[src/rtl/counter8_scheduler.sv]
// counter8_scheduler
//   Round-robin scheduler that hands an external 8-bit loadable counter to one
//   of two requesters. The counter is loaded with the requester's start value
//   and counted up to its end value, wrapping modulo 256. A RUN-cycle watchdog
//   aborts a job that fails to reach its end value.
//
// Ports
//   clk                   system clock, rising edge
//   arst                  asynchronous active-high reset
//   req_a / req_b         level job requests, held until done or abort
//   start_a / start_b     counter start value per requester
//   end_a / end_b         terminal counter value per requester
//   gnt_a / gnt_b         registered grants (at most one high)
//   done_a / done_b       one-cycle job-complete pulses
//   err                   one-cycle pulse on watchdog abort
//   cnt_en                counter increment enable
//   cnt_load              counter load strobe
//   cnt_oe                counter output enable
//   cnt_load_val          counter load value (0 outside LOAD)
//   cnt_value             current counter value fed back
module counter8_scheduler #(
    parameter int unsigned TIMEOUT = 300
) (
    input  logic       clk,
    input  logic       arst,
    input  logic       req_a,
    input  logic       req_b,
    input  logic [7:0] start_a,
    input  logic [7:0] start_b,
    input  logic [7:0] end_a,
    input  logic [7:0] end_b,
    output logic       gnt_a,
    output logic       gnt_b,
    output logic       done_a,
    output logic       done_b,
    output logic       err,
    output logic       cnt_en,
    output logic       cnt_load,
    output logic       cnt_oe,
    output logic [7:0] cnt_load_val,
    input  logic [7:0] cnt_value
);

    // Value of the RUN-cycle counter during the TIMEOUT-th RUN cycle.
    localparam logic [9:0] TimeoutLast = 10'(TIMEOUT - 1);

    typedef enum logic [1:0] {
        StIdle,
        StLoad,
        StRun,
        StDone
    } state_e;

    state_e     state_q, state_d;
    logic       gnt_a_q, gnt_a_d;
    logic       gnt_b_q, gnt_b_d;
    logic [7:0] start_q, start_d;
    logic [7:0] end_q, end_d;
    logic       prefer_b_q, prefer_b_d;
    logic [9:0] run_cnt_q, run_cnt_d;
    logic       err_q, err_d;
    logic       req_sel;

    // Request line of whichever requester currently owns the counter.
    assign req_sel = gnt_a_q ? req_a : req_b;

    always_ff @(posedge clk or posedge arst) begin
        if (arst) begin
            state_q    <= StIdle;
            gnt_a_q    <= 1'b0;
            gnt_b_q    <= 1'b0;
            start_q    <= 8'd0;
            end_q      <= 8'd0;
            prefer_b_q <= 1'b0;
            run_cnt_q  <= 10'd0;
            err_q      <= 1'b0;
        end else begin
            state_q    <= state_d;
            gnt_a_q    <= gnt_a_d;
            gnt_b_q    <= gnt_b_d;
            start_q    <= start_d;
            end_q      <= end_d;
            prefer_b_q <= prefer_b_d;
            run_cnt_q  <= run_cnt_d;
            err_q      <= err_d;
        end
    end

    always_comb begin
        state_d    = state_q;
        gnt_a_d    = gnt_a_q;
        gnt_b_d    = gnt_b_q;
        start_d    = start_q;
        end_d      = end_q;
        prefer_b_d = prefer_b_q;
        run_cnt_d  = run_cnt_q;
        err_d      = 1'b0;

        unique case (state_q)
            StIdle: begin
                // The pointer moves at grant time, so an aborted job still
                // hands priority to the other requester.
                if (req_a && (!req_b || !prefer_b_q)) begin
                    gnt_a_d    = 1'b1;
                    start_d    = start_a;
                    end_d      = end_a;
                    prefer_b_d = 1'b1;
                    state_d    = StLoad;
                end else if (req_b) begin
                    gnt_b_d    = 1'b1;
                    start_d    = start_b;
                    end_d      = end_b;
                    prefer_b_d = 1'b0;
                    state_d    = StLoad;
                end
            end
            StLoad: begin
                if (!req_sel) begin
                    gnt_a_d = 1'b0;
                    gnt_b_d = 1'b0;
                    state_d = StIdle;
                end else begin
                    run_cnt_d = 10'd0;
                    state_d   = StRun;
                end
            end
            StRun: begin
                if (!req_sel) begin
                    gnt_a_d = 1'b0;
                    gnt_b_d = 1'b0;
                    state_d = StIdle;
                end else if (cnt_value == end_q) begin
                    state_d = StDone;
                end else if (run_cnt_q == TimeoutLast) begin
                    gnt_a_d = 1'b0;
                    gnt_b_d = 1'b0;
                    err_d   = 1'b1;
                    state_d = StIdle;
                end else begin
                    run_cnt_d = run_cnt_q + 10'd1;
                end
            end
            StDone: begin
                gnt_a_d = 1'b0;
                gnt_b_d = 1'b0;
                state_d = StIdle;
            end
            default: begin
                gnt_a_d = 1'b0;
                gnt_b_d = 1'b0;
                state_d = StIdle;
            end
        endcase
    end

    always_comb begin
        gnt_a        = gnt_a_q;
        gnt_b        = gnt_b_q;
        err          = err_q;
        cnt_load     = (state_q == StLoad);
        cnt_load_val = (state_q == StLoad) ? start_q : 8'd0;
        cnt_en       = (state_q == StRun) && (cnt_value != end_q);
        cnt_oe       = (state_q == StRun) || (state_q == StDone);
        done_a       = (state_q == StDone) && gnt_a_q;
        done_b       = (state_q == StDone) && gnt_b_q;
    end

endmodule

[config.mk]
export PLATFORM = sky130hd
export DESIGN_NAME = counter8_scheduler
export DESIGN_NICKNAME = d
export VERILOG_FILES = /design/src/rtl/counter8_scheduler.sv
export SDC_FILE = /design/constraint.sdc
export NUM_CORES = 1
export LEC_CHECK = 0
export CORE_MARGIN = 2
export CORE_UTILIZATION = 42
export DETAILED_ROUTE_END_ITERATION = 10
export PLACE_DENSITY = 0.73
export SYNTH_ARGS = -nofsm -noshare
export SYNTH_HDL_FRONTEND = slang
export SYNTH_SLANG_ARGS = --single-unit
[constraint.sdc]
create_clock -name clk -period 1.8 [get_ports clk]
set_input_delay 0.18 -clock clk [delete_from_list [all_inputs] [get_ports clk]]
set_output_delay 0.18 -clock clk [all_outputs]
set_load 0.05 [all_outputs]
; ---- Yosys cells after proc, flatten, opt, wreduce, memory -nomap -nowiden
; Index checks and enable logic that the tools add are counted.
; Widths: inputs -> output; s select.
[classes]
addsub = 1
eq_ne = 18
reduce_logical = 16
muxes = 33
[op_table]
columns = cell, count
row1 = $mux 10, 4
row2 = $mux 8, 5
row3 = $pmux 10 s2, 1
row4 = $mux 1, 14
row5 = $ne 2x2->1 const B, 7
row6 = $mux 2, 6
row7 = $add 10x1->10 const B, 1
row8 = $eq 10x9->1 const B, 1
row9 = $reduce_and 5->1, 2
row10 = $ne 3x3->1 const B, 3
row11 = $eq 8x8->1, 1
row12 = $ne 8x8->1, 1
row13 = $pmux 1 s4, 2
row14 = $pmux 2 s4, 1
row15 = $eq 2x2->1 const B, 2
row16 = $logic_and 1x1->1, 4
row17 = $ne 4x4->1 const B, 1
row18 = $reduce_and 2->1, 2
row19 = $reduce_and 4->1, 1
row20 = $reduce_bool 2->1, 2
row21 = $eq 2x1->1 const B, 1
row22 = $logic_not 1->1, 2
row23 = $logic_not 2->1, 1
row24 = $logic_or 1x1->1, 2
row25 = $ne 2x1->1 const B, 1
[word_totals]
wordCells = 76
register_bits = 32
out_inout_bits = 16

; ---- Logic depth before layout (Yosys ltp)
; Gate-level depths: netlist of run 1.
[depth]
depth_word = 5
ltp_mapped = 7

; ---- Worst setup path after synthesis of run 1
; OpenSTA, ideal clock, no wires.
[synth_path]
kind = reg-to-reg
start = reg state_q[1]
end = reg gnt_a_q, in the netlist gnt_a
path_stages_with_launch = 7
setup_ns = 0.125
period_less_slack_ns = 1.942
arrival_ns = 1.817
path_buffers = 1
required_time_ns = 1.675
path_slack_ns = -0.142
path_cell_list = dfrtp_1 inv_1 ha_1 clkbuf_1 nor3_1 a21oi_1 mux2_2
[synth_via]
elab_chain_len = 3
elab_cells_between_ends = 10
cone_classes = eq/ne (7) / mux (1) / reduce/logical (2)
[synth_lines]
columns = element, line_no
row1 = from (decl), 54  ; state_e state_q, state_d;
row2 = from (signal assigned), 69  ; state_q <= StIdle;
row3 = from (signal assigned), 78  ; state_q <= state_d;
row4 = $eq 2x1->1 (*), -
row5 = net cnt_load, 38  ; output logic cnt_load,
row6 = $ne 2x2->1 (no source line), -
row7 = $reduce_and 4->1 (no source line), -
row8 = to (signal assigned), 79  ; gnt_a_q <= gnt_a_d;
row9 = to (decl), 55  ; logic gnt_a_q, gnt_a_d;
; Mark *: on every way through the listed nets, which the timed path passes. The rest lies on a longest branch.
; A chain may end at the register's enable or synchronous reset.

; ---- Worst setup path in the final report of run 1
[layout_path]
start = reg end_q[2]
end = out cnt_en
[layout_via]
elab_chain_len = 2
[layout_lines]
columns = element, line_no
row1 = from (decl), 58  ; logic [7:0] end_q, end_d;
row2 = from (signal assigned), 82  ; end_q <= end_d;
row3 = $ne 8x8->1, 162  ; cnt_en = (state_q == StRun) && (cnt_value != end_q);
row4 = $logic_and 1x1->1, 162
row5 = to (decl), 37  ; output logic cnt_en,
; No other way between the ends.

==> results of run 1 <==
## layout make-up
| cell class | count | area (um2) | share of cell area |
|---|---|---|---|
| flip-flops and latches | 32 | 806 | 0.252 |
| inverters | 7 | 28.8 | 0.00898 |
| repair buffers | 90 | 935 | 0.292 |
| clock inverters | 2 | 10.0 | 0.00313 |
| well taps | 52 | 65.1 | 0.0203 |
| clock buffers | 6 | 82.6 | 0.0258 |
| multi-input cells | 154 | 1280 | 0.398 |
## logic make-up after synthesis
kind of cell    Yosys count  share of synthesized area
xor+xnor                  8                     0.0359
flops                    32                      0.411
buf+inv                  14                     0.0282
compound gates           42                      0.146
simple gates             74                      0.219
mux                      23                      0.122
fa+ha+maj                 6                     0.0385
## power breakdown
part | switching [uW] | total, uW | internal, uW
clock network | 274 | 579 | 305
logic | 1630 | 3050 | 1430
registers | 230 | 1220 | 991
total | 2130 | 4850 | 2720
## flip-flops by register name, summed over array words and instances (netlist names)
name / flops
prefer_b_q: 1
err: 1
gnt_a: 1
end_q: 8
run_cnt_q: 10
state_q: 2
gnt_b: 1
start_q: 8
## stage by stage
| stage | total power [uW] | instance area (um2) |
|---|---|---|
| 2_1_floorplan | 2760 | 1960 |
| 3_3_place_gp | 3890 | 2900 |
| 3_5_place_dp | 3920 | 2900 |
| 4_1_cts | 4710 | 3110 |
| 5_1_grt | 5170 | 3200 |
| 6_report | 4850 | 3200 |
## cells in the final DEF, fill, tap and decap left out, types with 5 or more instances in the layout
| cell type | synthesis | layout |
|---|---|---|
| buf_12 | 0 | 10 |
| nand3_1 | 8 | 8 |
| clkbuf_8 | 0 | 6 |
| buf_4 | 0 | 30 |
| o21ai_0 | 18 | 17 |
| a31oi_1 | 6 | 6 |
| mux2i_1 | 20 | 20 |
| and2_1 | 13 | 11 |
| inv_1 | 7 | 5 |
| clkdlybuf4s50_1 | 0 | 46 |
| xor2_2 | 0 | 5 |
| dfrtp_1 | 32 | 28 |
| nor2_1 | 7 | 6 |
| nand2_1 | 23 | 22 |
## per-layer routing
metal	wire length, um	track usage	vias up	part of all wire
met5	0	0	-	0
met4	89	0.0922	0	0.018
met3	388	0.0722	9	0.077
met2	2510	0.358	73	0.50
met1	2020	0.249	884	0.40
li1	-	-	895	-
## worst max-delay path, cell delays in order, from the launching register on
cell and delay, ns:
dfrtp_1 0.42, xor2_2 0.20, nor4_4 0.37, nand2_4 0.07
buf_6 0.13, and2_4 0.13, buf_8 0.14
## repair_timing
item                                    CTS  global route
gates resized for setup                  14            22
pin swaps                                 8             8
buffers inserted                          5             0
endpoints found under the setup margin   14            23
hold endpoints to repair                  0             0
gates cloned                              1             0
## final timing paths
| check | from | endpoint | slack [ns] | cells after the start |
|---|---|---|---|---|
| max | end_q[2] | cnt_en | -0.13 | 6 |
| min | arst | end_q[4] | 0.27 | 3 |
| max reg2reg | end_q[2] | gnt_b | -0.11 | 6 |
| min reg2reg | start_q[0] | start_q[0] | 0.47 | 2 |
| max in group asynchronous | arst | state_q[1] | 1.22 | 3 |
| min in group clk | start_q[0] | start_q[0] | 0.47 | 2 |
==> results.toml, run 1 <==
[run_status]
status = "finished with violations"
violations = "setup timing"

[die]
die_w_um = 72.2
fp.coreArea_um2 = 4410
ios = 60
start_util = 0.442
die_h_um = 72.2
core.rowCount = 24
die-area_um2 = 5210

[power_and_ir_drop]
leakage_uw = 0.00140
power_density_nw_per_um2 = 1520
ir_drop_uv = 862

[place]
placed_cells_incl_taps = 331
hpwlAfterDp_um = 3630
dpl_worst_slack_ns = -0.344
gp_congestion = 0.847
port_buffers = 59

[grt]
grt_overflow_total = 0
first_global_vias = 1967
grt_util_all_layers = 0.214
antenna_found_initial = 0
grt_max_degree = 33
grt_pass1_wl_um = 8760

[sta]
fmax_mhz = 519
clock_skew_ns = 0.00413
rsz0062_at_grt = "true"
hold_ws_ns = 0.274
finalHoldViolations = 0
report.final.slew_viol_count = 0
setup_tns_ns = -0.500
relSlewSlack = 0.670
fin_ws_ns = -0.128
fin_crit_ns = 1.93
setup_viol = 8
worst_pin_slew_ns = 0.493
min_period_over_period = 1.07

[clock_network]
cts_buffer_depth = 2
cts_hold_buf = 0
cts_tree = "built"
path_clk_slew_ns = 0.06
cts_root_buffer = "clkbuf_8"
cts-htree-levels = 2
clock_latency_ns = 0.29
clock-sinks = 32
cts_inserted_buffers = 5

[setup_path]
end_kind = "output pin"
criticalPathCategory = "reg -> out"
cp_max_fo = 2
arrival_ns = 1.75
required_ns = 1.62
start_kind = "register"

[routing]
ant_nets = 0
wl_um = 5010
drcViolationCount = 0
wire_per_inst_um = 14.6
dr.first_iter.drc_count = 108
vias_per_cell = 5.43
num_vias = 1861
drt-pass1-iter-count = 4

[flow_run]
maxCapViolations = 0

[yosys]
synth_ff_type = "dfrtp_1"
synth-seq-cells = 32
syn_area_um2 = 1950
synth.most_common_cell = "dfrtp_1"
synth_top_area_cell = "dfrtp_1"
synth_commonest_cells = "dfrtp_1, nand2_1, mux2i_1"
synth.distinct_cells = 40
async_flop_share = 1.00
synth_top_area_frac = 0.411
avgSynthCellArea_um2 = 9.80
ys_warn_count = 0
synth_area_leaders = "dfrtp_1, mux2i_1, o21ai_0, nand2_1, and2_1"
yosysSeqAreaShare = 0.411
synth_nets = 249
synth_cells = 199
synth_edf_count = 0

[cells_and_area]
drive_gt1_frac = 0.309
areaGrowthSynthToFinish_pct = 64.2
nFillCells = 313
final_cells = 343
fin_util = 0.726
num_antenna_cells = 0
nNetsFinal = 340

[min_path]
min_path_type = "in -> async"
(Power assumes the default switching activity.)
==> run 2, diff against run 1 <==
CTS_CLUSTER_SIZE = 8   (was not set)
==> results of run 2 <==
The final DEF is identical to that of run 1; final timing and power are the same.
==> run 3, diff against run 2 <==
CTS_CLUSTER_DIAMETER = 80   (was not set)
SETUP_SLACK_MARGIN = 0.1   (was not set)
==> run 3 against run 2 <==
  * The flow still finishes with violations (setup timing)
  * Sequential cell count did not move
  * Count of clock-buffer cells in the layout rose by 2
  * First-iteration DRC count rose by 58%
  * Global-route usage rose by 0.88 points
  * Cell area rose by 2.7%
  * Critical path depth did not move
  * Non-clock buffer count rose by 1
  * Routed wire length rose by 11%
  * Die area did not move
  * Register-to-register slack got worse by 0.05 ns
  * Critical endpoint is now run_cnt_q[6]
  * Largest power group unchanged
==> results.toml, run 3 (synthesis gave the netlist of run 1 again) <==
[cells_and_area]
mostFrequentLayoutCells = "clkdlybuf4s50_1, dfrtp_1, buf_4"
top_regs = "run_cnt_q x10, end_q x8, start_q x8"
areaGrowthSynthToFinish_pct = 68.6
nNetsFinal = 341
largest_reg_flops = 10
num_antenna_cells = 0
nFillCells = 285
final_cells = 344
regMostFlops = "run_cnt_q"
drive_gt1_frac = 0.329
final_common_cell = "clkdlybuf4s50_1"

[routing]
wl_um = 5580
dr.first_iter.drc_count = 171
drcViolationCount = 0
vias_per_cell = 5.37
drt-pass1-iter-count = 4
num_vias = 1848
ant_nets = 0
wire_per_inst_um = 16.2

[place]
placed_cells_incl_taps = 323
gp_congestion = 0.848
port_buffers = 59
hpwlAfterDp_um = 3590

[sta]
rsz0062_at_grt = "true"
relSlewSlack = 0.667
fmax_mhz = 511
setup_tns_ns = -0.914
finalHoldViolations = 0
fin_ws_ns = -0.158
worst_pin_slew_ns = 0.498
fin_crit_ns = 1.96
clock_skew_ns = 0.00976
report.final.slew_viol_count = 0
min_period_over_period = 1.09
setup_viol = 14

[grt]
first_global_vias = 1895
grt_pass1_wl_um = 8890
grt_max_degree = 33
grt_util_all_layers = 0.223
grt_overflow_total = 0
antenna_found_initial = 0

[die]
start_util = 0.442
die-area_um2 = 5210
fp.coreArea_um2 = 4410
core.rowCount = 24
ios = 60
die_w_um = 72.2
die_h_um = 72.2

[clock_network]
cts_buffer_depth = 2
clock-sinks = 32
cts-htree-levels = 2
path_clk_slew_ns = 0.07
cts_inserted_buffers = 5
cts_hold_buf = 0
clock_latency_ns = 0.29
cts_tree = "built"
cts_root_buffer = "clkbuf_8"

[power_and_ir_drop]
power_density_nw_per_um2 = 1540
ir_drop_uv = 1040
leakage_uw = 0.00146

[setup_path]
criticalPathCategory = "reg -> reg"
arrival_ns = 2.18
start_kind = "register"
cp_max_fo = 4
required_ns = 2.02
end_kind = "register"

[min_path]
min_path_type = "in -> async"

[flow_run]
maxCapViolations = 0

[run_status]
status = "finished with violations"
violations = "setup timing"
## run 3: changes by cell type in the layout (fill, tap and decap cells not counted), sizes merged
cell           change
buf                +1
clkbuf             +2
clkdlybuf4s50      -1
clkinv             -2
dlymetal6s2s       +1
## run 3: routing by layer
metal  vias to the layer above  share of wire  GRT usage
li1                        898              -          -
met1                       856           0.40      0.271
met2                        80           0.50      0.356
met3                        14          0.071     0.0722
met4                         0          0.025      0.109
met5                         -              0          0
## run 3: final cells by class
type / count / area [um2] / share of cell area
clock buffer: 8 / 90.1 / 0.0274
sequential: 32 / 803 / 0.244
inverter: 7 / 26.3 / 0.00799
timing repair buffer: 91 / 973 / 0.296
multi-input combinational: 154 / 1330 / 0.405
tap: 52 / 65.1 / 0.0198
## run 3: worst max-delay path: stages, from the launching register on
cell     delay [ns]
dfrtp_1        0.42
ha_2           0.20
and2_4         0.16
and4_1         0.19
a211o_4        0.32
or4b_1         0.51
nand3_1        0.09
## run 3: final timing paths
path                                endpoint  slack, ns          from  cells after the start
worst max register to register  run_cnt_q[6]      -0.16  run_cnt_q[0]                      6
max in group asynchronous       run_cnt_q[6]       1.21          arst                      3
worst min-delay path            run_cnt_q[0]       0.28          arst                      3
worst min register to register    start_q[1]       0.48    start_q[1]                      2
min in group clk                  start_q[1]       0.48    start_q[1]                      2
worst max-delay path            run_cnt_q[6]      -0.16  run_cnt_q[0]                      6
## run 3: timing repair
item                                    CTS  global route
setup buffers                             7             6
endpoints found under the setup margin   23            24
pin swaps                                14             9
resized for setup                        24            17
endpoints found under the hold margin     0             0
gates cloned                              1             0
## run 3: where the power goes
part	total, uW	internal (uW)	switching [uW]	leakage [uW]
sequential	1180	987	198	0.000407
combinational	3310	1570	1740	0.00100
clock	579	312	267	0.0000455
## run 3: per-stage QoR
step / power [uW] / utilization / cell area, um2 / worst slack, ns / hold slack, ns
global route: 5370 / 0.745 / 3290 / -0.209 / 0.361
floorplan: 2810 / - / 1980 / -0.0209 / 0.284
CTS: 4850 / 0.715 / 3150 / -0.112 / 0.307
finish: 5070 / 0.745 / 3290 / -0.158 / 0.283
global placement: 3880 / 0.650 / 2870 / -0.231 / 0.453
detailed placement: 3940 / 0.650 / 2870 / -0.271 / 0.462
